## config.mk

```make
export PLATFORM = sky130hd
export DESIGN_NAME = seg7_scan_display_flat
export DESIGN_NICKNAME = d
export VERILOG_FILES = /design/src/rtl/seg7_scan_display_pkg.sv /design/src/rtl/seg7_scan_display_if.sv /design/src/rtl/seg7_scan_display_hex_to_seg7.sv /design/src/rtl/seg7_scan_display.sv /design/src/flat_wrapper.sv
export SDC_FILE = /design/constraint.sdc
export NUM_CORES = 1
export LEC_CHECK = 0
export ABC_CLOCK_PERIOD_IN_PS = 6400
export CORE_MARGIN = 8
export CORE_UTILIZATION = 45
export CTS_CLUSTER_DIAMETER = 120
export CTS_CLUSTER_SIZE = 16
export DETAILED_ROUTE_END_ITERATION = 7
export PLACE_DENSITY = 0.73
export RECOVER_POWER = 25
export REMOVE_ABC_BUFFERS = 1
export SYNTH_ARGS = -nofsm -noshare
export SYNTH_HDL_FRONTEND = slang
export SYNTH_SLANG_ARGS = --single-unit
```

## constraint.sdc

```tcl
create_clock -name clock -period 6.4 [get_ports clock]
set_clock_uncertainty 0.2 [all_clocks]
set_input_delay 1.28 -clock clock [delete_from_list [all_inputs] [get_ports clock]]
set_output_delay 1.28 -clock clock [all_outputs]
set_load 0.02 [all_outputs]
```

## src/rtl/seg7_scan_display_pkg.sv

```systemverilog
// Shared constants for the seven-segment scan driver: segment patterns,
// hex font (bit0 = a ... bit6 = g, active-high) and width helpers.
package seg7_pkg;

  typedef logic [6:0] seg_t;

  localparam seg_t SEG_BLANK = 7'h00;
  localparam seg_t SEG_DASH  = 7'h40;

  localparam seg_t SEG_HEX_0 = 7'h3F;
  localparam seg_t SEG_HEX_1 = 7'h06;
  localparam seg_t SEG_HEX_2 = 7'h5B;
  localparam seg_t SEG_HEX_3 = 7'h4F;
  localparam seg_t SEG_HEX_4 = 7'h66;
  localparam seg_t SEG_HEX_5 = 7'h6D;
  localparam seg_t SEG_HEX_6 = 7'h7D;
  localparam seg_t SEG_HEX_7 = 7'h07;
  localparam seg_t SEG_HEX_8 = 7'h7F;
  localparam seg_t SEG_HEX_9 = 7'h6F;
  localparam seg_t SEG_HEX_A = 7'h77;
  localparam seg_t SEG_HEX_B = 7'h7C;
  localparam seg_t SEG_HEX_C = 7'h39;
  localparam seg_t SEG_HEX_D = 7'h5E;
  localparam seg_t SEG_HEX_E = 7'h79;
  localparam seg_t SEG_HEX_F = 7'h71;

  // Number of bits needed to count 0..n-1 (0 for n <= 1).
  function automatic int clog2(input int n);
    int r;
    int v;
    r = 0;
    v = n - 1;
    while (v > 0) begin
      r = r + 1;
      v = v >> 1;
    end
    return r;
  endfunction

  // Counter / select width that never collapses to zero bits.
  function automatic int width_of(input int n);
    return (clog2(n) < 1) ? 1 : clog2(n);
  endfunction

endpackage

```

## src/rtl/seg7_scan_display_if.sv

```systemverilog
// Bundle of channel data, display controls and pin-level outputs of the
// scan driver. The board/bench side uses master, the driver uses slave.
interface seg7_scan_display_if
  import seg7_pkg::*;
#(
  parameter int NUM_DIGITS = 4,
  parameter int NUM_CH     = 4
);

  localparam int DATA_W = 4 * NUM_DIGITS;
  localparam int CSW    = width_of(NUM_CH);

  logic [NUM_CH*DATA_W-1:0] ch_data;
  logic [CSW-1:0]           ch_sel;
  logic                     auto_mode;
  logic                     freeze;
  logic                     blank_zeros;
  logic [6:0]               seg;
  logic [NUM_DIGITS-1:0]    an;
  logic [CSW-1:0]           cur_ch;
  logic                     frame_done;

  modport master (
    output ch_data, ch_sel, auto_mode, freeze, blank_zeros,
    input  seg, an, cur_ch, frame_done
  );

  modport slave (
    input  ch_data, ch_sel, auto_mode, freeze, blank_zeros,
    output seg, an, cur_ch, frame_done
  );

endinterface

```

## src/rtl/seg7_scan_display_hex_to_seg7.sv

```systemverilog
// Combinational hex nibble to active-high seven-segment pattern.
module hex_to_seg7
  import seg7_pkg::*;
(
  input  logic [3:0] nibble,
  output seg_t       seg
);

  // Font lookup for one nibble.
  always_comb begin
    seg = SEG_BLANK;
    case (nibble)
      4'h0: seg = SEG_HEX_0;
      4'h1: seg = SEG_HEX_1;
      4'h2: seg = SEG_HEX_2;
      4'h3: seg = SEG_HEX_3;
      4'h4: seg = SEG_HEX_4;
      4'h5: seg = SEG_HEX_5;
      4'h6: seg = SEG_HEX_6;
      4'h7: seg = SEG_HEX_7;
      4'h8: seg = SEG_HEX_8;
      4'h9: seg = SEG_HEX_9;
      4'hA: seg = SEG_HEX_A;
      4'hB: seg = SEG_HEX_B;
      4'hC: seg = SEG_HEX_C;
      4'hD: seg = SEG_HEX_D;
      4'hE: seg = SEG_HEX_E;
      4'hF: seg = SEG_HEX_F;
      default: seg = SEG_BLANK;
    endcase
  end

endmodule

```

## src/rtl/seg7_scan_display.sv

```systemverilog
// Time-multiplexed seven-segment driver. One digit is refreshed per scan
// slot; each frame shows a snapshot of one channel taken at frame start.
// A single shared font decoder serves all digits.
module seg7_scan_display
  import seg7_pkg::*;
#(
  parameter int NUM_DIGITS   = 4,
  parameter int NUM_CH       = 4,
  parameter int SCAN_DIV     = 50000,
  parameter int DWELL_FRAMES = 256,
  parameter bit ACTIVE_LOW   = 1'b1
) (
  input  logic            clock,
  input  logic            reset,
  seg7_scan_display_if.slave bus
);

  localparam int DATA_W = 4 * NUM_DIGITS;
  localparam int CSW    = width_of(NUM_CH);
  localparam int DIW    = width_of(NUM_DIGITS);
  localparam int PSW    = width_of(SCAN_DIV);
  localparam int DWW    = width_of(DWELL_FRAMES);

  logic [PSW-1:0]        presc;
  logic                  tick;
  logic [DIW-1:0]        digit_idx;
  logic                  last_digit;
  logic                  frame_start;
  logic                  capture;

  logic [CSW-1:0]        cur_ch;
  logic [CSW-1:0]        next_ch;
  logic [CSW-1:0]        disp_ch;
  logic [DWW-1:0]        dwell_cnt;
  logic                  dwell_wrap;

  logic [DATA_W-1:0]     snapshot;
  logic [DATA_W-1:0]     next_data;
  logic [DATA_W-1:0]     disp_data;
  logic [NUM_DIGITS-1:0] zero_from;

  logic [3:0]            nibble;
  logic                  blank;
  logic                  disp_dash;
  seg_t                  font_seg;
  seg_t                  seg_next;
  logic [NUM_DIGITS-1:0] an_next;

  seg_t                  seg_r;
  logic [NUM_DIGITS-1:0] an_r;
  logic                  frame_done_r;

  assign tick        = (int'(presc) == SCAN_DIV - 1);
  assign last_digit  = (int'(digit_idx) == NUM_DIGITS - 1);
  assign frame_start = tick && (digit_idx == '0);
  assign capture     = frame_start && !bus.freeze;
  assign dwell_wrap  = (int'(dwell_cnt) == DWELL_FRAMES - 1);

  // Scan-slot prescaler; tick marks the last clock of each slot.
  always_ff @(posedge clock or posedge reset) begin
    if (reset) begin
      presc <= '0;
    end else if (tick) begin
      presc <= '0;
    end else begin
      presc <= presc + PSW'(1);
    end
  end

  // Channel chosen for the coming frame: manual select or auto rotation.
  always_comb begin
    next_ch = cur_ch;
    if (bus.auto_mode) begin
      if (dwell_wrap) begin
        next_ch = (int'(cur_ch) >= NUM_CH - 1) ? '0 : cur_ch + CSW'(1);
      end
    end else begin
      next_ch = bus.ch_sel;
    end
  end

  // Channel data for next_ch; an out-of-range channel reads as zero.
  always_comb begin
    next_data = '0;
    for (int k = 0; k < NUM_CH; k++) begin
      if (next_ch == CSW'(k)) begin
        next_data = bus.ch_data[k*DATA_W +: DATA_W];
      end
    end
  end

  // The digit loaded at frame start bypasses the snapshot register so the
  // whole frame comes from the value captured on that same edge.
  always_comb begin
    disp_ch   = capture ? next_ch : cur_ch;
    disp_data = capture ? next_data : snapshot;
    disp_dash = (int'(disp_ch) >= NUM_CH);
  end

  // zero_from[i]: nibbles i..top of the displayed value are all zero.
  always_comb begin
    logic acc;
    acc       = 1'b1;
    zero_from = '0;
    for (int i = NUM_DIGITS - 1; i >= 0; i--) begin
      acc          = acc && (disp_data[4*i +: 4] == 4'h0);
      zero_from[i] = acc;
    end
  end

  // Select the active digit's nibble, enable and blanking decision.
  always_comb begin
    nibble  = 4'h0;
    an_next = '0;
    blank   = 1'b0;
    for (int i = 0; i < NUM_DIGITS; i++) begin
      if (digit_idx == DIW'(i)) begin
        nibble     = disp_data[4*i +: 4];
        an_next[i] = 1'b1;
        blank      = bus.blank_zeros && (i != 0) && zero_from[i];
      end
    end
  end

  hex_to_seg7 u_font (
    .nibble (nibble),
    .seg    (font_seg)
  );

  // Final segment pattern: dash overrides blanking, blanking overrides font.
  always_comb begin
    seg_next = font_seg;
    if (disp_dash) begin
      seg_next = SEG_DASH;
    end else if (blank) begin
      seg_next = SEG_BLANK;
    end
  end

  // Digit scan: load the current digit's pattern and step to the next one.
  always_ff @(posedge clock or posedge reset) begin
    if (reset) begin
      digit_idx    <= '0;
      seg_r        <= SEG_BLANK;
      an_r         <= '0;
      frame_done_r <= 1'b0;
    end else begin
      frame_done_r <= tick && last_digit;
      if (tick) begin
        seg_r     <= seg_next;
        an_r      <= an_next;
        digit_idx <= last_digit ? '0 : digit_idx + DIW'(1);
      end
    end
  end

  // Per-frame channel and snapshot capture; dwell only runs in auto mode.
  always_ff @(posedge clock or posedge reset) begin
    if (reset) begin
      cur_ch    <= '0;
      snapshot  <= '0;
      dwell_cnt <= '0;
    end else begin
      if (capture) begin
        cur_ch   <= next_ch;
        snapshot <= next_data;
      end
      if (!bus.auto_mode) begin
        dwell_cnt <= '0;
      end else if (capture) begin
        dwell_cnt <= dwell_wrap ? '0 : dwell_cnt + DWW'(1);
      end
    end
  end

  assign bus.seg        = ACTIVE_LOW ? ~seg_r : seg_r;
  assign bus.an         = ACTIVE_LOW ? ~an_r : an_r;
  assign bus.cur_ch     = cur_ch;
  assign bus.frame_done = frame_done_r;

endmodule

```

## src/flat_wrapper.sv

```systemverilog
// flat-port wrapper written by rule: the top's interface ports become plain ports
module seg7_scan_display_flat import seg7_pkg::*;
#(
  parameter int NUM_DIGITS   = 4,
  parameter int NUM_CH       = 4,
  parameter int SCAN_DIV     = 50000,
  parameter int DWELL_FRAMES = 256,
  parameter bit ACTIVE_LOW   = 1'b1
)
  (clock, reset, bus_ch_data, bus_ch_sel, bus_auto_mode, bus_freeze, bus_blank_zeros, bus_seg, bus_an, bus_cur_ch, bus_frame_done);
  seg7_scan_display_if #(.NUM_DIGITS(NUM_DIGITS), .NUM_CH(NUM_CH)) bus_i ();
  input  logic clock;
  input  logic reset;
  input wire logic [$bits(bus_i.ch_data)-1:0] bus_ch_data;
  input wire logic [$bits(bus_i.ch_sel)-1:0] bus_ch_sel;
  input wire logic [$bits(bus_i.auto_mode)-1:0] bus_auto_mode;
  input wire logic [$bits(bus_i.freeze)-1:0] bus_freeze;
  input wire logic [$bits(bus_i.blank_zeros)-1:0] bus_blank_zeros;
  output wire logic [$bits(bus_i.seg)-1:0] bus_seg;
  output wire logic [$bits(bus_i.an)-1:0] bus_an;
  output wire logic [$bits(bus_i.cur_ch)-1:0] bus_cur_ch;
  output wire logic [$bits(bus_i.frame_done)-1:0] bus_frame_done;
  assign bus_i.ch_data = bus_ch_data;
  assign bus_i.ch_sel = bus_ch_sel;
  assign bus_i.auto_mode = bus_auto_mode;
  assign bus_i.freeze = bus_freeze;
  assign bus_i.blank_zeros = bus_blank_zeros;
  assign bus_seg = bus_i.seg;
  assign bus_an = bus_i.an;
  assign bus_cur_ch = bus_i.cur_ch;
  assign bus_frame_done = bus_i.frame_done;
  seg7_scan_display #(.NUM_DIGITS(NUM_DIGITS), .NUM_CH(NUM_CH), .SCAN_DIV(SCAN_DIV), .DWELL_FRAMES(DWELL_FRAMES), .ACTIVE_LOW(ACTIVE_LOW)) u_core (.clock(clock), .reset(reset), .bus(bus_i));
endmodule
```

Word level (Yosys, flattened, before mapping) --
Memories as Yosys holds them, arrays and structs flattened. Cells that the tools add are included. W data, S select, Z words.
Operators by class: add/sub/neg operators 4, magnitude comparators 1, equality and inequality tests 10, mux-type cells 25, bitwise operators 2, reductions and logical operators 14
Operators by type and width (count):
- $mux W16 | 6
- $mux W8 | 3
- $add A16 B1 Y16 const B | 1
- $eq A16 B15 Y1 const B | 1
- $mux W4 | 4
- $logic_not A4 Y1 | 3
- $add A8 B1 Y8 const B | 1
- $eq A2 B2 Y1 const B | 4
- $eq A8 B1 Y1 const B | 1
- $logic_and A1 B1 Y1 | 8
- $mux W2 | 4
- $mux W1 | 7
- $mux W7 | 1
- $not A7 Y7 | 1
- $eq A2 B1 Y1 const B | 3
- $add A2 B1 Y2 const B | 2
- $logic_not A2 Y1 | 2
- $not A4 Y4 | 1
- $ge A2 B2 Y1 const B | 1
- $ne A2 B1 Y1 const B | 1
- $logic_not A1 Y1 | 1
Word-level totals: bits in registers 56, bits in read-only memories 112, input port bits 71, word-level logic and storage cells 65, memories 1
Memory list:
- (no name shown) | words 16, bits a word 7, read ports 1, clocked after Yosys merged registers in 0, write ports 0, RTL line seg7_scan_display_hex_to_seg7.sv:12 | case (nibble)

Logic depth before layout (Yosys ltp) --
Gate-level depths: netlist (run 1).
depth after elaboration 18, mapped depth 17, depth with buffers taken out 14

Cells and area by module --
A second synthesis (run 1) with hierarchy kept.
Second synthesis, totals: cell total of the unflattened synthesis 396, area total of the unflattened synthesis 3621.0 um^2
Modules (own cells, without submodules):
- seg7_scan_display | instances 1, cells each 363, area each 3338.2 um^2, sequential area each 1401.3 um^2
- hex_to_seg7 | instances 1, cells each 33, area each 282.8 um^2, sequential area each 0.0 um^2

Least setup slack after synthesis (run 1) --
Ideal clock, no wire load.
kind input to register, from in bus_auto_mode, to reg u_core.seg_r[4], library setup time 0.096 ns, arrival 4.190 ns, required time 6.104 ns, setup slack 1.914 ns, stages on the path 14, buffers on the path 2, cells stage by stage nor2b_1 -> and3_1 -> buf_1 -> nor3_2 -> buf_4 -> mux2i_1 -> a211oi_1 -> o22ai_1 -> o31ai_2 -> inv_1 -> ha_1 -> or2b_2 -> o211a_1 -> o32ai_2
Between the ends: longest elaborated chain between the ends 15, elaborated cells between the ends (all ways) 27, classes of those cells 3 x eq/ne; 14 x mux; 9 x reduce/logical; 1 x memory
Ends and longest elaborated chain:
- start: declaration | RTL line flat_wrapper.sv:16 | input wire logic [$bits(bus_i.auto_mode)-1:0] bus_auto_mode;
- $mux W2 (*) | RTL line seg7_scan_display.sv:73 | if (bus.auto_mode) begin
- $logic_not A2 Y1 | RTL line seg7_scan_display.sv:86 | if (next_ch == CSW'(k)) begin
- $mux W16 (3 in a row) | RTL line seg7_scan_display.sv:86
- $mux W16 (*) | RTL line seg7_scan_display.sv:86
- $mux W16 (*) | RTL line seg7_scan_display.sv:96 | disp_data = capture ? next_data : snapshot;
- named net u_core.disp_data[9] | RTL line seg7_scan_display.sv:39 | logic [DATA_W-1:0] disp_data;
- parallel branches: the longest is 7 deep, another holds $mem_v2 Z16 W7
- $mux W7 (*) | RTL line seg7_scan_display.sv:135 | end else if (blank) begin
- end signal: assignment | RTL line seg7_scan_display.sv:150 | seg_r <= seg_next;
- end: declaration | RTL line seg7_scan_display.sv:49 | seg_t seg_r;
Mark *: on every way through the listed nets, which the timed path passes. A chain may end at the register's enable or synchronous reset.

Worst setup path in the final report (run 1) --
from in bus_auto_mode, to reg u_core.seg_r[4]
Between the ends: longest elaborated chain between the ends 15, elaborated cells between the ends (all ways) 27, classes of those cells 3 x eq/ne; 14 x mux; 9 x reduce/logical; 1 x memory
Ends and longest elaborated chain (RTL line):
- $mux W2 (*) | seg7_scan_display.sv:73
- $logic_not A2 Y1 | seg7_scan_display.sv:86
- $mux W16 (3 in a row) | seg7_scan_display.sv:86
- $mux W16 (*) | seg7_scan_display.sv:86
- $mux W16 (*) | seg7_scan_display.sv:96
- parallel branches: the longest is 7 deep, another holds $mem_v2 Z16 W7
- $mux W7 (*) | seg7_scan_display.sv:135
Every way passes the cells marked *.

==> results.sh, run 1 <==
export IMPL_clk_path_buf_depth=2
export IMPL_outcome="complete, but fails checks"
export IMPL_seq_area_sq_um=1400
export IMPL_ys_flop_type="dfrtp_1"
export IMPL_route_detailed_drc=0
export IMPL_synth_seq_cells=56
export IMPL_vias=3358
export IMPL_mappedNetlistArea_sq_um=3770
export IMPL_hold_viol=0
export IMPL_synth_most_common_cell="nand2_1"
export IMPL_core_sq_um=8180
export IMPL_synth_area_per_cell_sq_um=9.29
export IMPL_tns_ps=0
export IMPL_maxCapViolCount=1
export IMPL_clk_latency_ps=320
export IMPL_drt_wl_total_microns=10200
export IMPL_async_reset_ff_share_pct=100
export IMPL_rows=33
export IMPL_synth_seq_area_share_pct=37.1
export IMPL_fin_crit_sh_pct=79.8
export IMPL_fin_crit_ps=5110
export IMPL_final_max_slew_violation_count=57
export IMPL_postCtsSetupRepairBufs=0
export IMPL_io_pins=85
export IMPL_initialDrtViolationCount=210
export IMPL_cts_clk_slew_worst_paths_ps=110
export IMPL_wl_met3_microns=714
export IMPL_die_w_microns=108
export IMPL_p_leak_nw=2.02
export IMPL_failed_checks="capacitance limit, slew limit"
export IMPL_postSynthCellCount=406
export IMPL_grt_pass1_wl_microns=17300
export IMPL_cts_resized=0
export IMPL_dp_hpwl_microns=7670
export IMPL_multiInputGateArea_sq_um=2110
export IMPL_worstSetupPathType="input pin to flip-flop"
export IMPL_synth_edf_count=0
export IMPL_port_buffers=84
export IMPL_drive_gt1_share_pct=7.45
export IMPL_worstPathMaxFanout=17
export IMPL_dieArea_sq_um=11600
export IMPL_antenna_found_initial=0
export IMPL_grt_pass1_vias=3382
export IMPL_wl_per_cell_microns=17.4
export IMPL_worstPathRequired_ps=6440
export IMPL_yosysTopAreaCellShare_pct=37.1
export IMPL_slew_headroom_pct=-99.5
export IMPL_yosys_top_cells_area="dfrtp_1, nand2_1, mux2i_1"
export IMPL_via_per_inst=5.71
export IMPL_cts_tree="built"
export IMPL_die_y_microns=108
export IMPL_start_util_pct=46.2
export IMPL_power_density_nw_per_um2=154
export IMPL_place_congestion=0.841
export IMPL_critical_path_startpoint_type="input pin"
export IMPL_hp_class="flip-flop to flip-flop"
export IMPL_ant_nets=0
export IMPL_yosysUniqueCellTypes=69
export IMPL_cts_num_sinks=56
export IMPL_fillers=698
export IMPL_top_layer="met4"
export IMPL_grt_remaining_overflow=0
export IMPL_place_ws_ps=980
export IMPL_layout_setup_ws_ps=1290
export IMPL_arrival_ps=5140
export IMPL_wl_met2_microns=4390
export IMPL_yosys_top_cells_count="nand2_1, dfrtp_1, nor2_1"
export IMPL_cts_root_buf="clkbuf_8"
export IMPL_area_growth_pct=26.0
export IMPL_grt_use_total_pct=18.3
export IMPL_end_kind="flip-flop"
export IMPL_antenna_cells=0
export IMPL_irDropWorstVdd_v=0.0000939
export IMPL_worst_pin_slew_ps=2990
export IMPL_dr_pass1_iters=4
export IMPL_htree_levels=2
export IMPL_fmax_mhz=196
export IMPL_rsz0062_at_grt="false"
export IMPL_postCtsHoldBufs=0
export IMPL_yosysWarnings=0
export IMPL_grt_max_degree=57
export IMPL_yosys_area_top_type="dfrtp_1"
export IMPL_nNetsFinal=566
export IMPL_numCtsBuffers=5
export IMPL_met1_length_microns=4980
export IMPL_final_setup_viol_count=0
cell families after synthesis:
group                    Yosys count  share of synthesized area [%]
adder cells (fa/ha/maj)           13                           4.31
multiplexers                      20                           6.10
flip-flops                        56                           37.1
AND/OR/NAND/NOR                  164                           22.0
buffers and inverters             44                           6.96
AO/OA/AOI/OAI                     92                           19.5
XOR/XNOR                          17                           3.95
sequential cells by signal, indices dropped and copies added, names as in the netlist:
signal                 cells
u_core.snapshot           16
u_core.seg_r               7
u_core.digit_idx           2
u_core.dwell_cnt           8
u_core.an_r                4
u_core.bus.cur_ch          2
u_core.bus.frame_done      1
u_core.presc              16
metrics by stage:
stage               power (W)  cell area [sq um]  instances  util (%)  hold slack, ps
finish               0.000730               4760        588      58.2             265
floorplan            0.000397               3590        382         -             225
global route         0.000754               4760        588      58.2             300
global placement     0.000455               4630        580      56.6             245
CTS                  0.000737               4760        588      58.3             264
detailed placement   0.000455               4630        580      56.6             250
metal layers:
metal | vias to the layer above | GRT usage, %
met1 | 1577 | 25.6
met2 | 130 | 27.7
li1 | 1639 | -
met4 | 0 | 4.56
met5 | - | 0
met3 | 12 | 4.07
cell type report:
cell class / count / area share, %
timing repair buffer: 93 / 18.9
multi-input combinational: 306 / 44.4
clock inverter: 3 / 1.45
sequential: 56 / 29.5
tap: 105 / 2.76
inverter: 20 / 1.58
clock buffer: 5 / 1.45
cell usage in the layout, fill, tap and decap left out, types with 2 or more instances in the layout:
master,n
and4_1,5
dfrtp_1,56
xnor2_1,9
o211a_1,2
nand2_1,57
o22ai_1,5
and2_0,2
clkbuf_1,2
and2_1,4
nor2b_1,4
and3_1,9
xor2_1,8
nor4bb_1,2
a2111oi_0,10
o31ai_1,5
clkbuf_8,5
buf_4,7
ha_1,13
clkdlybuf4s50_1,83
nand4_1,2
a211oi_1,14
nor2_1,29
a21boi_0,5
nor3_1,14
nand3b_1,3
a21oi_1,8
nand3_1,17
o41ai_1,3
a31oi_1,2
o221ai_1,7
o32ai_1,2
o21ai_0,15
bufinv_16,2
mux2i_1,17
inv_1,19
power by group:
group	internal, W	switching, W
Clock	0.000158	0.000125
Combinational	0.0000541	0.0000405
Sequential	0.000354	0
Total	0.000565	0.000165
worst max-delay path, stage by stage:
cell and delay [ps]:
clkdlybuf4s50_1 630, nor2b_1 250, o21ai_0 170, nand3_1 530
buf_4 350, mux4_2 300, nor2b_4 150, a2111oi_4 370
o21ai_2 160, ha_1 280, or2b_2 310, o211a_1 130
o32ai_2 230
path summary, 6_finish.rpt:
path                             startpoint               endpoint  slack [ps]  cells past startpoint
setup / recovery              bus_auto_mode        u_core.seg_r[4]        1290                     13
hold reg to reg             u_core.presc[0]        u_core.presc[0]         260                      1
setup reg to reg           u_core.presc[11]        u_core.seg_r[6]        1380                      9
min in group asynchronous             reset  u_core.bus.frame_done        2340                      3
max in group asynchronous             reset     u_core.snapshot[8]        1990                      3
hold / removal              u_core.presc[0]        u_core.presc[0]         260                      1
No activity file was read; power rests on OpenSTA's default activity.
==> run 2: changes to the inputs <==
--- a/config.mk
+++ b/config.mk
@@ -5,7 +5,7 @@
 export SDC_FILE = /design/constraint.sdc
 export NUM_CORES = 1
 export LEC_CHECK = 0
-export ABC_CLOCK_PERIOD_IN_PS = 6400
+export ABC_CLOCK_PERIOD_IN_PS = 5100
 export CORE_MARGIN = 8
 export CORE_UTILIZATION = 45
 export CTS_CLUSTER_DIAMETER = 120
==> constraint.sdc (replaced) <==
create_clock -name clock -period 5.1 [get_ports clock]
set_clock_uncertainty 0.2 [all_clocks]
set_input_delay 1.02 -clock clock [delete_from_list [all_inputs] [get_ports clock]]
set_output_delay 1.02 -clock clock [all_outputs]
set_load 0.02 [all_outputs]
==> results.sh, run 2 (synthesized netlist as in run 1, its figures left out) <==
export IMPL_outcome="complete, but fails checks"
export IMPL_failed_checks="capacitance limit, slew limit"
export IMPL_cp_slowest_stage_delay_ps=570
export IMPL_end_kind="flip-flop"
export IMPL_dp_hpwl_microns=7850
export IMPL_layout_commonest_cell="clkdlybuf4s50_1"
export IMPL_drive_gt1_share_pct=8.98
export IMPL_fin_crit_sh_pct=89.1
export IMPL_finalPower_w=0.000810
export IMPL_postCtsSetupRepairBufs=0
export IMPL_path_delay_family="compound AO/OA/AOI/OAI gates"
export IMPL_antenna_found_initial=0
export IMPL_route_detailed_drc=0
export IMPL_vias=3385
export IMPL_cts_tree="built"
export IMPL_numCtsBuffers=5
export IMPL_die_w_microns=108
export IMPL_dr_pass1_iters=5
export IMPL_dpl_cell_area_sq_um=4680
export IMPL_path_buf_inv=3
export IMPL_worstSetupPathType="input pin to flip-flop"
export IMPL_cts_num_sinks=56
export IMPL_grt_max_degree=57
export IMPL_rsz0062_at_grt="false"
export IMPL_area_growth_pct=26.3
export IMPL_crit_path_top_delay_cell="clkdlybuf4s50_1"
export IMPL_rows=33
export IMPL_grt_use_total_pct=18.2
export IMPL_wl_per_cell_microns=17.1
export IMPL_arrival_ps=4510
export IMPL_start_util_pct=46.2
export IMPL_tns_ps=0
export IMPL_antenna_cells=0
export IMPL_layout_setup_ws_ps=556
export IMPL_via_per_inst=5.69
export IMPL_irDropWorstVdd_v=0.000118
export IMPL_fmax_mhz=220
export IMPL_final_setup_viol_count=0
export IMPL_worst_pin_slew_ps=2920
export IMPL_io_pins=85
export IMPL_critical_path_startpoint_type="input pin"
export IMPL_hp_class="flip-flop to flip-flop"
export IMPL_place_ws_ps=364
export IMPL_ant_nets=0
export IMPL_worstPathRequired_ps=5070
export IMPL_final_cell_mix="clkdlybuf4s50_1, nand2_1, dfrtp_1"
export IMPL_grt_remaining_overflow=0
export IMPL_fin_crit_ps=4540
export IMPL_cts_resized=0
export IMPL_grt_pass1_vias=3440
export IMPL_clk_path_buf_depth=2
export IMPL_final_cell_area_sq_um=4770
export IMPL_cts_root_buf="clkbuf_8"
export IMPL_place_congestion=0.854
export IMPL_slew_headroom_pct=-94.4
export IMPL_htree_levels=2
export IMPL_port_buffers=84
export IMPL_drt_wl_total_microns=10200
export IMPL_finish_utilization_pct=58.3
export IMPL_p_leak_nw=2.03
export IMPL_nNetsFinal=573
export IMPL_initialDrtViolationCount=167
export IMPL_maxCapViolCount=1
export IMPL_final_max_slew_violation_count=57
export IMPL_worstPathMaxFanout=13
export IMPL_largestRegisters="u_core.presc x16, u_core.snapshot x16, u_core.dwell_cnt x8"
export IMPL_dieArea_sq_um=11600
export IMPL_power_density_nw_per_um2=170
export IMPL_clk_latency_ps=320
export IMPL_core_sq_um=8180
export IMPL_hold_viol=0
export IMPL_cp_cell_sequence="clkdlybuf4s50_1 > nor2b_1 > o21ai_0 > nand3_1 > a2111oi_0 > a211oi_1 > o221ai_1 > o21ai_2 > inv_1 > ha_1 > inv_1 > mux2i_1 > mux2i_1 > o22ai_1"
export IMPL_postCtsHoldBufs=0
export IMPL_cts_clk_slew_worst_paths_ps=110
export IMPL_die_y_microns=108
export IMPL_grt_pass1_wl_microns=17300
## run 2: cell count changes in the layout (fill, tap and decap cells not counted), sizes merged
cell      delta
inv          -1
clkinv       +1
bufinv       -2
clkbuf       -1
buf          +8
clkinvlp     +2
## run 2: through the flow
| stage | hold WS [ps] | std cells |
|---|---|---|
| finish | 264 | 595 |
| CTS | 272 | 595 |
| floorplan | 225 | 382 |
| global route | 302 | 595 |
| global placement | 244 | 587 |
| detailed placement | 257 | 587 |
## run 2: area by class of cell
cell class / instances / area [sq um]
Fill cell: 701 / 3410
Timing Repair Buffer: 100 / 957
Clock inverter: 3 / 23.8
Multi-Input combinational cell: 306 / 2110
Inverter: 20 / 75.1
Sequential cell: 56 / 1400
Tap cell: 105 / 131
Clock buffer: 5 / 68.8
## run 2: path summary, 6_finish.rpt
path | slack, ps | to | cells after the start | from
hold / removal | 260 | u_core.presc[0] | 1 | u_core.presc[0]
hold reg to reg | 260 | u_core.presc[0] | 1 | u_core.presc[0]
setup / recovery | 560 | u_core.seg_r[3] | 14 | bus_auto_mode
setup reg to reg | 980 | u_core.seg_r[0] | 10 | u_core.presc[11]
max in group asynchronous | 1020 | u_core.seg_r[1] | 3 | reset
min in group asynchronous | 2050 | u_core.bus.frame_done | 3 | reset
## run 2: power by group
part	internal, W	total [W]	switching, W
Clock	0.0000976	0.000246	0.000148
Sequential	0.000444	0.000444	0
Combinational	0.0000696	0.000121	0.0000510
## run 2: layer usage
layer / global-route usage, % / wire length, microns / vias to the layer above
met1: 25.1 / 4780 / 1621
met3: 4.73 / 753 / 9
met5: 0 / 0 / -
met2: 27.9 / 4550 / 111
li1: - / - / 1644
met4: 3.77 / 86 / 0
==> run 3: changes to the inputs <==
--- a/config.mk
+++ b/config.mk
@@ -6,6 +6,7 @@
 export NUM_CORES = 1
 export LEC_CHECK = 0
 export ABC_CLOCK_PERIOD_IN_PS = 5100
+export CORE_ASPECT_RATIO = 0.7
 export CORE_MARGIN = 8
 export CORE_UTILIZATION = 45
 export CTS_CLUSTER_DIAMETER = 120
==> results.sh, run 3 (synthesized netlist as in run 1, its figures left out) <==
export IMPL_final_cell_mix="clkdlybuf4s50_1, nand2_1, dfrtp_1"
export IMPL_die_y_microns=92.6
export IMPL_clk_latency_ps=290
export IMPL_cp_cell_sequence="clkdlybuf4s50_1 > nor2b_1 > and3_1 > nor3_2 > buf_4 > mux2i_1 > a211oi_1 > o221ai_1 > o21ai_2 > inv_1 > ha_1 > nand2b_1 > a21oi_1 > o32ai_1"
export IMPL_hold_viol=0
export IMPL_antenna_cells=0
export IMPL_worstPathMaxFanout=6
export IMPL_io_pins=85
export IMPL_fin_crit_ps=4420
export IMPL_die_w_microns=125
export IMPL_end_kind="flip-flop"
export IMPL_critical_path_startpoint_type="input pin"
export IMPL_postCtsHoldBufs=0
export IMPL_dr_pass1_iters=4
export IMPL_fmax_mhz=226
export IMPL_route_detailed_drc=0
export IMPL_port_buffers=84
export IMPL_grt_pass1_vias=3414
export IMPL_cts_tree="built"
export IMPL_clk_path_buf_depth=2
export IMPL_grt_max_degree=57
export IMPL_slew_headroom_pct=-106
export IMPL_largestRegisters="u_core.presc x16, u_core.snapshot x16, u_core.dwell_cnt x8"
export IMPL_place_congestion=0.874
export IMPL_final_setup_viol_count=0
export IMPL_cts_clk_slew_worst_paths_ps=70
export IMPL_cts_root_buf="clkbuf_16"
export IMPL_irDropWorstVdd_v=0.000150
export IMPL_outcome="complete, but fails checks"
export IMPL_area_growth_pct=27.5
export IMPL_htree_levels=2
export IMPL_failed_checks="capacitance limit, slew limit"
export IMPL_final_max_slew_violation_count=57
export IMPL_nNetsFinal=572
export IMPL_dp_cells=586
export IMPL_core_sq_um=8300
export IMPL_stdcell_count=594
export IMPL_worstHoldStart="u_core.presc[0]"
export IMPL_holdPathStages=1
export IMPL_tns_ps=0
export IMPL_cts_resized=0
export IMPL_grt_pass1_wl_microns=17600
export IMPL_reg2reg_slack_ps=910
export IMPL_cts_num_sinks=56
export IMPL_via_per_inst=5.70
export IMPL_worstSetupPathType="input pin to flip-flop"
export IMPL_grt_use_total_pct=18.7
export IMPL_power_density_nw_per_um2=191
export IMPL_worstPathRequired_ps=5090
export IMPL_initialDrtViolationCount=237
export IMPL_hp_class="flip-flop to flip-flop"
export IMPL_whs_endpoint="u_core.presc[0]"
export IMPL_antenna_found_initial=0
export IMPL_postCtsSetupRepairBufs=0
export IMPL_ant_nets=0
export IMPL_grt_remaining_overflow=0
export IMPL_cp_slowest_stage_delay_ps=450
export IMPL_rsz0062_at_grt="false"
export IMPL_arrival_ps=4410
export IMPL_rows=28
export IMPL_fin_crit_sh_pct=86.7
export IMPL_worst_pin_slew_ps=3080
export IMPL_dieArea_sq_um=11600
export IMPL_p_leak_nw=2.05
export IMPL_crit_path_top_delay_cell="a211oi_1"
export IMPL_path_delay_family="compound AO/OA/AOI/OAI gates"
export IMPL_vias=3386
export IMPL_numCtsBuffers=5
export IMPL_wl_per_cell_microns=18.2
export IMPL_maxCapViolCount=1
export IMPL_r2r_cells=13
export IMPL_drive_gt1_share_pct=8.18
export IMPL_drt_wl_total_microns=10800
export IMPL_rr_endpoint="u_core.seg_r[2]"
export IMPL_start_util_pct=45.4
export IMPL_layout_commonest_cell="clkdlybuf4s50_1"
export IMPL_dp_hpwl_microns=8210
export IMPL_path_buf_inv=3
export IMPL_r2r_start="u_core.dwell_cnt[1]"
run 3: worst reg2reg max path: stages, from the launching register on:
cell and delay [ps]:
dfrtp_1 380, ha_1 240, nand4_2 160, or4_4 510, a31oi_1 530, nor2_1 140
a211oi_1 460, o22ai_1 200, o31ai_2 250, inv_1 100, ha_1 240, or2b_2 310
o21ai_0 220, o22ai_1 100
run 3: stage by stage:
step / area, sq um / hold WS, ps / setup slack, ps / power [W] / utilization (%)
CTS: 4820 / 260 / 691 / 0.000924 / 58.0
global route: 4810 / 280 / 253 / 0.000950 / 57.9
global placement: 4670 / 244 / 454 / 0.000574 / 56.3
finish: 4810 / 259 / 680 / 0.000919 / 57.9
floorplan: 3590 / 225 / 433 / 0.000498 / -
detailed placement: 4670 / 250 / 385 / 0.000574 / 56.3
run 3: worst max-delay path by stage:
| stage | endpoint | slack, ps | from | cells after the start |
|---|---|---|---|---|
| 2_1_floorplan | u_core.seg_r[4] | 430 | bus_auto_mode | 12 |
| 4_1_cts | u_core.seg_r[1] | 690 | bus_auto_mode | 14 |
| 3_5_place_dp | u_core.seg_r[1] | 390 | bus_auto_mode | 10 |
| 5_1_grt | u_core.presc[9] | 250 | reset | 3 |
| 6_report | u_core.seg_r[1] | 680 | bus_auto_mode | 14 |
| 3_3_place_gp | u_core.seg_r[1] | 450 | bus_auto_mode | 10 |
run 3: report_power, final:
part	switching, W	total [W]	leakage, nW	internal [W]
sequential	0	0.000444	0.732	0.000444
clock	0.000157	0.000354	0.0712	0.000197
combinational	0.0000517	0.000121	1.25	0.0000697
total	0.000209	0.000919	2.05	0.000710
run 3: area by class of cell:
| cell class | count | area (sq um) |
|---|---|---|
| Tap cell | 105 | 131 |
| Multi-Input combinational cell | 306 | 2110 |
| Fill cell | 748 | 3490 |
| Inverter | 20 | 75.1 |
| Timing Repair Buffer | 99 | 946 |
| Sequential cell | 56 | 1400 |
| Clock buffer | 8 | 146 |
run 3: per-layer routing:
layer	vias to the layer above	part of all wire (%)	track usage (%)
met5	-	0	0
met4	0	0.70	3.83
met3	8	7.5	5.85
met2	134	42	26.8
met1	1601	50	26.8
li1	1643	-	-
